[src/rtl/mips_pkg.sv]
// Shared definitions for the multicycle MIPS control path.
// Contents: controller state encoding, opcode/funct codes, the aluOp
// encodings understood by the existing ALU, and the aluSrcB/pcSrc mux
// encodings. It also defines the ALU-class encoding that the FSM hands to
// alu_decoder.
package mips_pkg;

  typedef enum logic [3:0] {
    S_FETCH   = 4'd0,
    S_DECODE  = 4'd1,
    S_MEMADR  = 4'd2,
    S_MEMRD   = 4'd3,
    S_MEMWB   = 4'd4,
    S_MEMWR   = 4'd5,
    S_RTYPEEX = 4'd6,
    S_RTYPEWB = 4'd7,
    S_BEQEX   = 4'd8,
    S_ADDIEX  = 4'd9,
    S_ADDIWB  = 4'd10,
    S_JEX     = 4'd11
  } ctrl_state_t;

  // What the FSM asks of the ALU this cycle. FUNCT defers to the R-type
  // function field.
  typedef enum logic [1:0] {
    ALUC_ADD   = 2'd0,
    ALUC_SUB   = 2'd1,
    ALUC_FUNCT = 2'd2
  } alu_class_t;

  localparam logic [5:0] OP_RTYPE = 6'b000000;
  localparam logic [5:0] OP_J     = 6'b000010;
  localparam logic [5:0] OP_BEQ   = 6'b000100;
  localparam logic [5:0] OP_ADDI  = 6'b001000;
  localparam logic [5:0] OP_LW    = 6'b100011;
  localparam logic [5:0] OP_SW    = 6'b101011;

  localparam logic [5:0] FN_ADD = 6'b100000;
  localparam logic [5:0] FN_SUB = 6'b100010;
  localparam logic [5:0] FN_AND = 6'b100100;
  localparam logic [5:0] FN_OR  = 6'b100101;
  localparam logic [5:0] FN_SLT = 6'b101010;

  localparam logic [2:0] ALU_AND = 3'b000;
  localparam logic [2:0] ALU_OR  = 3'b001;
  localparam logic [2:0] ALU_ADD = 3'b010;
  localparam logic [2:0] ALU_SUB = 3'b110;
  localparam logic [2:0] ALU_SLT = 3'b111;

  localparam logic [1:0] SRCB_B     = 2'b00;
  localparam logic [1:0] SRCB_4     = 2'b01;
  localparam logic [1:0] SRCB_IMM   = 2'b10;
  localparam logic [1:0] SRCB_IMMSH = 2'b11;

  localparam logic [1:0] PC_ALU    = 2'b00;
  localparam logic [1:0] PC_ALUOUT = 2'b01;
  localparam logic [1:0] PC_JUMP   = 2'b10;

endpackage

[src/rtl/alu_decoder.sv]
// ALU operation decoder.
// Purpose: translate the FSM's ALU class and the R-type funct field into the
// 3-bit aluOp consumed by the ALU.
// Ports:
//   alu_class  in  2  ALUC_ADD / ALUC_SUB / ALUC_FUNCT
//   funct      in  6  instruction function field
//   aluOp      out 3  ALU operation
module alu_decoder
  import mips_pkg::*;
(
  input  logic [1:0] alu_class,
  input  logic [5:0] funct,
  output logic [2:0] aluOp
);

  always_comb begin
    aluOp = ALU_ADD;
    case (alu_class)
      ALUC_SUB: aluOp = ALU_SUB;
      ALUC_FUNCT: begin
        case (funct)
          FN_ADD:  aluOp = ALU_ADD;
          FN_SUB:  aluOp = ALU_SUB;
          FN_AND:  aluOp = ALU_AND;
          FN_OR:   aluOp = ALU_OR;
          FN_SLT:  aluOp = ALU_SLT;
          default: aluOp = ALU_ADD;
        endcase
      end
      default: aluOp = ALU_ADD;
    endcase
  end

endmodule

[src/rtl/mips_multicycle_ctrl.sv]
// Multicycle MIPS control unit.
// Purpose: Moore FSM that sequences the shared ALU, register file, IR and
// unified memory port. memReady stretches FETCH, MEMRD and MEMWR.
// Ports:
//   clk, rst_n                 clock, async active-low reset
//   op, funct                  IR[31:26], IR[5:0]
//   zero                       ALU zero flag (branch resolve)
//   memReady                   memory finishes the current access this cycle
//   aluOp, aluSrcA, aluSrcB    ALU control / operand selects
//   pcSrc, pcEn                PC source select and load enable
//   iOrD                       memory address select (PC / ALUOut)
//   irWrite, memWrite, regWrite, regDst, memToReg   datapath controls
//   instrDone                  pulse on the last cycle of each instruction
//   illegalOp                  pulse in DECODE for an unsupported opcode
module mips_multicycle_ctrl
  import mips_pkg::*;
(
  input  logic       clk,
  input  logic       rst_n,
  input  logic [5:0] op,
  input  logic [5:0] funct,
  input  logic       zero,
  input  logic       memReady,
  output logic [2:0] aluOp,
  output logic       aluSrcA,
  output logic [1:0] aluSrcB,
  output logic [1:0] pcSrc,
  output logic       pcEn,
  output logic       iOrD,
  output logic       irWrite,
  output logic       memWrite,
  output logic       regWrite,
  output logic       regDst,
  output logic       memToReg,
  output logic       instrDone,
  output logic       illegalOp
);

  ctrl_state_t state, state_nx;
  alu_class_t  alu_class;
  logic        pc_write, branch, ir_wr, mem_wr, reg_wr, done, illegal;

  always_ff @(posedge clk or negedge rst_n) begin
    if (!rst_n) state <= S_FETCH;
    else        state <= state_nx;
  end

  always_comb begin
    state_nx  = state;
    alu_class = ALUC_ADD;
    aluSrcA   = 1'b0;
    aluSrcB   = SRCB_B;
    pcSrc     = PC_ALU;
    iOrD      = 1'b0;
    regDst    = 1'b0;
    memToReg  = 1'b0;
    pc_write  = 1'b0;
    branch    = 1'b0;
    ir_wr     = 1'b0;
    mem_wr    = 1'b0;
    reg_wr    = 1'b0;
    done      = 1'b0;
    illegal   = 1'b0;
    case (state)
      S_FETCH: begin
        aluSrcB  = SRCB_4;
        ir_wr    = memReady;
        pc_write = memReady;
        if (memReady) state_nx = S_DECODE;
      end
      S_DECODE: begin
        // Branch target is precomputed into ALUOut here.
        aluSrcB = SRCB_IMMSH;
        case (op)
          OP_LW, OP_SW: state_nx = S_MEMADR;
          OP_RTYPE:     state_nx = S_RTYPEEX;
          OP_BEQ:       state_nx = S_BEQEX;
          OP_ADDI:      state_nx = S_ADDIEX;
          OP_J:         state_nx = S_JEX;
          default: begin
            illegal  = 1'b1;
            done     = 1'b1;
            state_nx = S_FETCH;
          end
        endcase
      end
      S_MEMADR: begin
        aluSrcA  = 1'b1;
        aluSrcB  = SRCB_IMM;
        state_nx = (op == OP_LW) ? S_MEMRD : S_MEMWR;
      end
      S_MEMRD: begin
        iOrD = 1'b1;
        if (memReady) state_nx = S_MEMWB;
      end
      S_MEMWB: begin
        reg_wr   = 1'b1;
        memToReg = 1'b1;
        done     = 1'b1;
        state_nx = S_FETCH;
      end
      S_MEMWR: begin
        // memWrite stays high for the whole stretched access.
        iOrD   = 1'b1;
        mem_wr = 1'b1;
        if (memReady) begin
          done     = 1'b1;
          state_nx = S_FETCH;
        end
      end
      S_RTYPEEX: begin
        aluSrcA   = 1'b1;
        aluSrcB   = SRCB_B;
        alu_class = ALUC_FUNCT;
        state_nx  = S_RTYPEWB;
      end
      S_RTYPEWB: begin
        reg_wr   = 1'b1;
        regDst   = 1'b1;
        done     = 1'b1;
        state_nx = S_FETCH;
      end
      S_BEQEX: begin
        aluSrcA   = 1'b1;
        aluSrcB   = SRCB_B;
        alu_class = ALUC_SUB;
        pcSrc     = PC_ALUOUT;
        branch    = 1'b1;
        done      = 1'b1;
        state_nx  = S_FETCH;
      end
      S_ADDIEX: begin
        aluSrcA  = 1'b1;
        aluSrcB  = SRCB_IMM;
        state_nx = S_ADDIWB;
      end
      S_ADDIWB: begin
        reg_wr   = 1'b1;
        done     = 1'b1;
        state_nx = S_FETCH;
      end
      S_JEX: begin
        pcSrc    = PC_JUMP;
        pc_write = 1'b1;
        done     = 1'b1;
        state_nx = S_FETCH;
      end
      default: state_nx = S_FETCH;
    endcase
  end

  alu_decoder u_alu_dec (
    .alu_class (alu_class),
    .funct     (funct),
    .aluOp     (aluOp)
  );

  // The state register already sits in FETCH during reset, but FETCH with
  // memReady=1 would raise irWrite/pcEn. Gate every enable with rst_n so
  // nothing writes while reset is held.
  assign irWrite   = rst_n & ir_wr;
  assign pcEn      = rst_n & (pc_write | (branch & zero));
  assign memWrite  = rst_n & mem_wr;
  assign regWrite  = rst_n & reg_wr;
  assign instrDone = rst_n & done;
  assign illegalOp = rst_n & illegal;

endmodule

[config.mk]
export PLATFORM = sky130hd
export DESIGN_NAME = mips_multicycle_ctrl
export DESIGN_NICKNAME = d
export VERILOG_FILES = /design/src/rtl/mips_pkg.sv /design/src/rtl/alu_decoder.sv /design/src/rtl/mips_multicycle_ctrl.sv
export SDC_FILE = /design/constraint.sdc
export NUM_CORES = 1
export LEC_CHECK = 0
export BUFFER_PORTS_ARGS = -buffer_cell sky130_fd_sc_hd__buf_2
export CORE_UTILIZATION = 45
export CTS_CLUSTER_SIZE = 25
export DETAILED_ROUTE_END_ITERATION = 8
export HOLD_SLACK_MARGIN = 0.1
export PLACE_DENSITY = 0.78
export SYNTH_ARGS = -nofsm -noshare
export SYNTH_HDL_FRONTEND = slang
export SYNTH_SLANG_ARGS = --single-unit
[constraint.sdc]
create_clock -name clk -period 1.8 [get_ports clk]
set_input_delay 0.27 -clock clk [delete_from_list [all_inputs] [get_ports clk]]
set_output_delay 0.27 -clock clk [all_outputs]
set_load 0.02 [all_outputs]
==> flow_metrics.py, run 1 <==
metrics = {
    "worst_setup_path": {
        "critPathMaxFanout": 4,
        "required_ps": 1530,
        "crit_start": "state[0]",
        "crit_top_cell": "nand2b_4",
        "worstPathArrival_ps": 1650,
        "r2r_end": "state[0]",
        "cpPeakStageDelay_ps": 440,
        "r2r_cells": 5,
        "crit_buf_inv": 2,
        "worst_setup_path_start_kind": "flip-flop",
        "crit_path_end_kind": "output pin",
        "reg2reg_slack_ps": 320,
        "r2r-start": "state[0]",
        "critical-path-top-delay-family": "flip-flops",
        "path_cells": "nand2b_4, nand2b_4, inv_4, ha_4, a211o_1, buf_6",
        "criticalPathCategory": "reg2out",
        "critical-path-slowest-cell": "dfrtp_2",
    },
    "grt": {
        "grtUsageTotal": 0.281,
        "grt_pass1_wl_um": 3140,
        "grt_max_degree": 16,
        "grt-ovfl-total": 0,
        "grt_pass1_vias": 702,
        "antenna_found_initial": 0,
    },
    "cells_and_area": {
        "drive_gt1_frac": 0.577,
        "syn2layout_area_growth_pct": 66.2,
        "reg.largest.list": "state: 4 flops",
        "regMostFlops": "state",
        "final_area_um2": 1160,
        "final-instance-count-excl-fill": 164,
        "num_antenna_cells": 0,
        "finalNetCount": 169,
        "largest_reg_flops": 4,
    },
    "synthesis": {
        "synth_flop_cell": "dfrtp_1",
        "synth_warnings": 0,
        "synth-seq-cells": 4,
        "syn-num-nets": 116,
        "synthCells": 98,
        "synth_area_um2": 696,
        "synth_area_leaders": "dfrtp_1 (14%), nor2b_1 (6.3%), nor2_1 (5.9%)",
        "yosys.cell_types.count": 42,
        "synth_area_leader_cell": "dfrtp_1",
        "async_reset_ff_frac": 1.00,
        "ys_seq_area_frac": 0.144,
        "synth_edf_count": 0,
        "synth_top_area_share": 0.144,
        "avgSynthCellArea_um2": 7.10,
        "synth_common_cells": "nor2_1 (11), a21oi_1 (7), nor2b_1 (7)",
        "synthMostInstantiatedCell": "nor2_1",
    },
    "sta": {
        "worst_slack_ps": -119,
        "setup_viol": 5,
        "fin_skew_ps": 14.0,
        "hold_viol": 0,
        "max_slew_margin": 0.799,
        "worst_hold_slack_ps": 429,
        "tightest_slew_ps": 301,
        "slew_violations": 0,
        "clock.fmax_mhz": 521,
        "period_needed_ps": 1920,
        "rsz0062_at_grt": "yes",
        "min_period_over_period": 1.07,
    },
    "placement": {
        "portBuffers": 32,
        "numPlacedInstances": 146,
        "place.gp.congestion": 0.752,
        "dpl.hpwl_um": 1440,
        "placed_area_um2": 897,
    },
    "drt": {
        "first_pass_iters": 4,
        "dr_total_vias": 984,
        "drt-vias-per-instance": 6.00,
        "ant_nets": 0,
        "drt_wl_total_um": 2810,
        "drc": 0,
        "drt_first_iter_violations": 35,
        "detail_route.wl_per_cell_um": 17.1,
    },
    "pwr": {
        "power_density_nw_per_um2": 589,
        "power_w": 0.000681,
        "total_leakage_power_nw": 0.554,
        "ir_worst_vdd_mv": 0.638,
    },
    "floorplan": {
        "io_pins": 33,
        "dieWidth_um": 41.3,
        "die_h_um": 41.3,
        "start_util": 0.509,
        "num_rows": 13,
        "dieArea_um2": 1710,
        "coreArea_um2": 1370,
    },
    "cts": {
        "cts-root-buf": "clkbuf_4",
        "htree_levels": 1,
        "numCtsBuffers": 3,
        "path_clk_slew_ps": 50,
        "clock_sink_count": 4,
        "cts_tree": "yes",
        "worstSkewPairLatency_ps": 240,
        "clockBufferDepth": 2,
    },
    "run_status": {
        "violations": "negative setup slack",
        "status": "finished, violations left",
    },
    "job": {
        "maxCapViolCount": 0,
    },
    "worst_hold_path": {
        "worstHoldStart": "op[5]",
        "hp-class": "in2reg",
        "min_delay_path_depth": 3,
        "whs_endpoint": "state[0]",
    },
}
## where the power goes
part	switching (W)	total (W)	internal (W)
combinational	0.000234	0.000442	0.000209
sequential	0.0000212	0.000124	0.000103
clock	0.0000395	0.000114	0.0000748
total	0.000295	0.000681	0.000386
## timing repair
| item | 4_1_cts | 5_1_grt |
|---|---|---|
| endpoints found under the hold margin | 4 | 0 |
| setup endpoints to repair | 6 | 8 |
| pin swaps | 1 | 2 |
| gates cloned | 0 | 1 |
| setup buffers | 4 | 9 |
| resized for setup | 20 | 17 |
| hold buffers | 1 | 0 |
## worst max path at each step
stage                     to  slack [ps]  depth (start not counted)
floorplan           aluOp[2]          80                          7
global placement    aluOp[1]         130                          6
detailed placement  aluOp[1]          90                          6
CTS                 aluOp[1]         -20                          6
global route        aluOp[1]        -150                          6
finish              aluOp[1]        -120                          6
## logic make-up (layout without fill, tap and decap cells)
| family | after synthesis | count (layout) | synth area share |
|---|---|---|---|
| and+or+nand+nor | 51 | 51 | 0.426 |
| AOI/OAI and AO/OA | 26 | 26 | 0.254 |
| buffers and inverters | 10 | 61 | 0.0719 |
| DFF | 4 | 4 | 0.144 |
| adders and majority gates | 3 | 3 | 0.0522 |
| xor gates and xnor gates | 3 | 3 | 0.0378 |
| muxes | 1 | 1 | 0.0144 |
## area by class of cell
| cell class | count | area [um^2] |
|---|---|---|
| timing repair buffer | 54 | 355 |
| tap | 15 | 18.8 |
| sequential | 4 | 105 |
| multi-input combinational | 84 | 637 |
| inverter | 4 | 17.5 |
| clock buffer | 3 | 22.5 |
| fill | 80 | 210 |
## tightest hold or removal path, delay by kind of cell
family                 cells  cell delay, ps
AOI/OAI and AO/OA          1             110
buffers and inverters      1              90
and+or+nand+nor            1             150
## layer usage
| metal | wire [um] | track usage |
|---|---|---|
| met5 | 0 | 0 |
| met4 | 104 | 0.0726 |
| met3 | 265 | 0.0638 |
| met2 | 1350 | 0.473 |
| met1 | 1090 | 0.362 |
## placed cells by master, fill, tap and decap left out, types with 3 or more instances in the layout
cell      synthesis  layout
buf_2             4      27
nor2_1           11       9
clkbuf_4          0       3
nand3_1           4       3
buf_4             0      22
nor3_1            6       5
dfrtp_2           0       4
o21a_1            3       3
o21ai_1           3       3
nor2b_1           7       4
a21oi_1           7       5
buf_6             1       4
nand2b_1          6       4
nor3b_1           3       3
nor2b_4           0       3
nand2_1           4       3
## metrics by stage
stage	setup TNS (ps)	utilization	worst slack, ps
finish	-279	0.846	-119
global route	-649	0.846	-152
CTS	-25.1	0.757	-24.5
detailed placement	0	0.657	86.4
global placement	0	0.657	132
floorplan	0	-	76.0
(Power assumes the default switching activity.)
==> inputs of run 2 (changes only) <==
HOLD_SLACK_MARGIN = 0.03   (was 0.1)
SKIP_LAST_GASP = 1   (was not set)
==> run 2 against run 1 <==
The run still ends with negative setup slack left; register-to-register slack about the same; combinational power about the same; sequential power about the same; power decreased by 0.40%; critical path depth unchanged; critical endpoint unchanged; maximum frequency increased by 0.19%; non-clock buffer count unchanged.
==> flow_metrics.py, run 2 (synthesis gave the netlist of run 1 again) <==
metrics = {
    "floorplan": {
        "num_rows": 13,
        "coreArea_um2": 1370,
        "dieArea_um2": 1710,
        "die_h_um": 41.3,
        "start_util": 0.509,
        "dieWidth_um": 41.3,
        "io_pins": 33,
    },
    "drt": {
        "detail_route.wl_per_cell_um": 16.9,
        "drc": 0,
        "drt-vias-per-instance": 5.85,
        "dr_total_vias": 959,
        "drt_wl_total_um": 2770,
        "ant_nets": 0,
        "first_pass_iters": 4,
        "drt_first_iter_violations": 29,
    },
    "sta": {
        "setup_viol": 6,
        "min_period_over_period": 1.06,
        "worst_slack_ps": -115,
        "hold_viol": 0,
        "clock.fmax_mhz": 522,
        "period_needed_ps": 1920,
        "finalSetupTns_ps": -278,
        "rsz0062_at_grt": "yes",
        "slew_violations": 0,
        "fin_skew_ps": 11.6,
        "max_slew_margin": 0.806,
        "tightest_slew_ps": 291,
    },
    "grt": {
        "grt_pass1_vias": 702,
        "grtUsageTotal": 0.281,
        "grt_pass1_wl_um": 3140,
        "grt_max_degree": 16,
        "grt-ovfl-total": 0,
        "antenna_found_initial": 0,
    },
    "cells_and_area": {
        "finalNetCount": 169,
        "largest_reg_flops": 4,
        "register_area_um2": 105,
        "final_area_um2": 1150,
        "n_fill_cell": 81,
        "final_common_cell": "buf_2",
        "multi_input_comb_area_um2": 632,
        "reg.largest.list": "state: 4 flops",
        "syn2layout_area_growth_pct": 65.1,
        "regMostFlops": "state",
        "mostFrequentLayoutCells": "buf_2 (28), buf_4 (21), nor2_1 (9), nor3_1 (5), a21oi_1 (5)",
        "drive_gt1_frac": 0.577,
        "fin_util": 0.841,
        "num_antenna_cells": 0,
    },
    "cts": {
        "worstSkewPairLatency_ps": 240,
        "cts-root-buf": "clkbuf_4",
        "cts_tree": "yes",
        "clock_sink_count": 4,
        "htree_levels": 1,
        "path_clk_slew_ps": 40,
        "clockBufferDepth": 2,
        "numCtsBuffers": 3,
    },
    "worst_setup_path": {
        "criticalPathCategory": "reg2out",
        "crit_path_end_kind": "output pin",
        "required_ps": 1530,
        "r2r_cells": 5,
        "critPathMaxFanout": 4,
        "worstPathArrival_ps": 1650,
        "worst_setup_path_start_kind": "flip-flop",
    },
    "placement": {
        "placed_area_um2": 897,
        "portBuffers": 32,
        "dpl.hpwl_um": 1440,
        "place.gp.congestion": 0.752,
    },
    "worst_hold_path": {
        "hp-class": "in2reg",
        "min_delay_path_depth": 3,
    },
    "pwr": {
        "total_leakage_power_nw": 0.548,
        "ir_worst_vdd_mv": 0.630,
        "power_density_nw_per_um2": 590,
    },
    "run_status": {
        "status": "finished, violations left",
        "violations": "negative setup slack",
    },
    "job": {
        "maxCapViolCount": 0,
    },
}
run 2: final timing paths:
check / slack, ps / start / endpoint
min: 430 / op[5] / state[0]
max in group asynchronous: 1060 / rst_n / state[2]
min reg2reg: 640 / state[2] / state[3]
min in group asynchronous: 530 / rst_n / state[0]
max reg2reg: 330 / state[0] / state[0]
max: -120 / state[0] / aluOp[1]
run 2: metrics by stage:
stage,hold WS [ps],setup slack (ps),total power (W),cells
global placement,118,132,0.000427,146
floorplan,-25.6,76.0,0.000322,98
CTS,412,-24.5,0.000591,154
finish,429,-115,0.000678,164
detailed placement,116,86.4,0.000434,146
global route,431,-171,0.000713,164
run 2: timing repair:
item / CTS / global route
endpoints found under the hold margin: 4 / 0
buffers inserted: 4 / 9
gates cloned: 0 / 1
pin swaps: 1 / 2
endpoints found under the setup margin: 6 / 8
hold buffers: 1 / 0
gates resized for setup: 20 / 15
run 2: routing by layer:
layer / wire, um / track usage / vias up
li1: - / - / 458
met2: 1340 / 0.473 / 48
met4: 99 / 0.0726 / 0
met3: 155 / 0.0638 / 10
met1: 1170 / 0.362 / 443
met5: 0 / 0 / -
run 2: power by group:
group	leakage (nW)	internal, W	switching, W
Combinational	0.486	0.000208	0.000233
Clock	0.0138	0.0000746	0.0000379
Sequential	0.0479	0.000103	0.0000213
run 2: layout make-up:
cell class	count	area share
Clock buffer	3	0.0196
Inverter	4	0.0153
Multi-Input combinational cell	84	0.550
Sequential cell	4	0.0915
Timing Repair Buffer	54	0.307
Tap cell	15	0.0163
run 2: critical path: stages (launching register included):
cell and delay [ps]:
dfrtp_2 440, nand2b_4 160, nand2b_4 150, inv_4 60, ha_4 200, a211o_1 250, buf_6 140
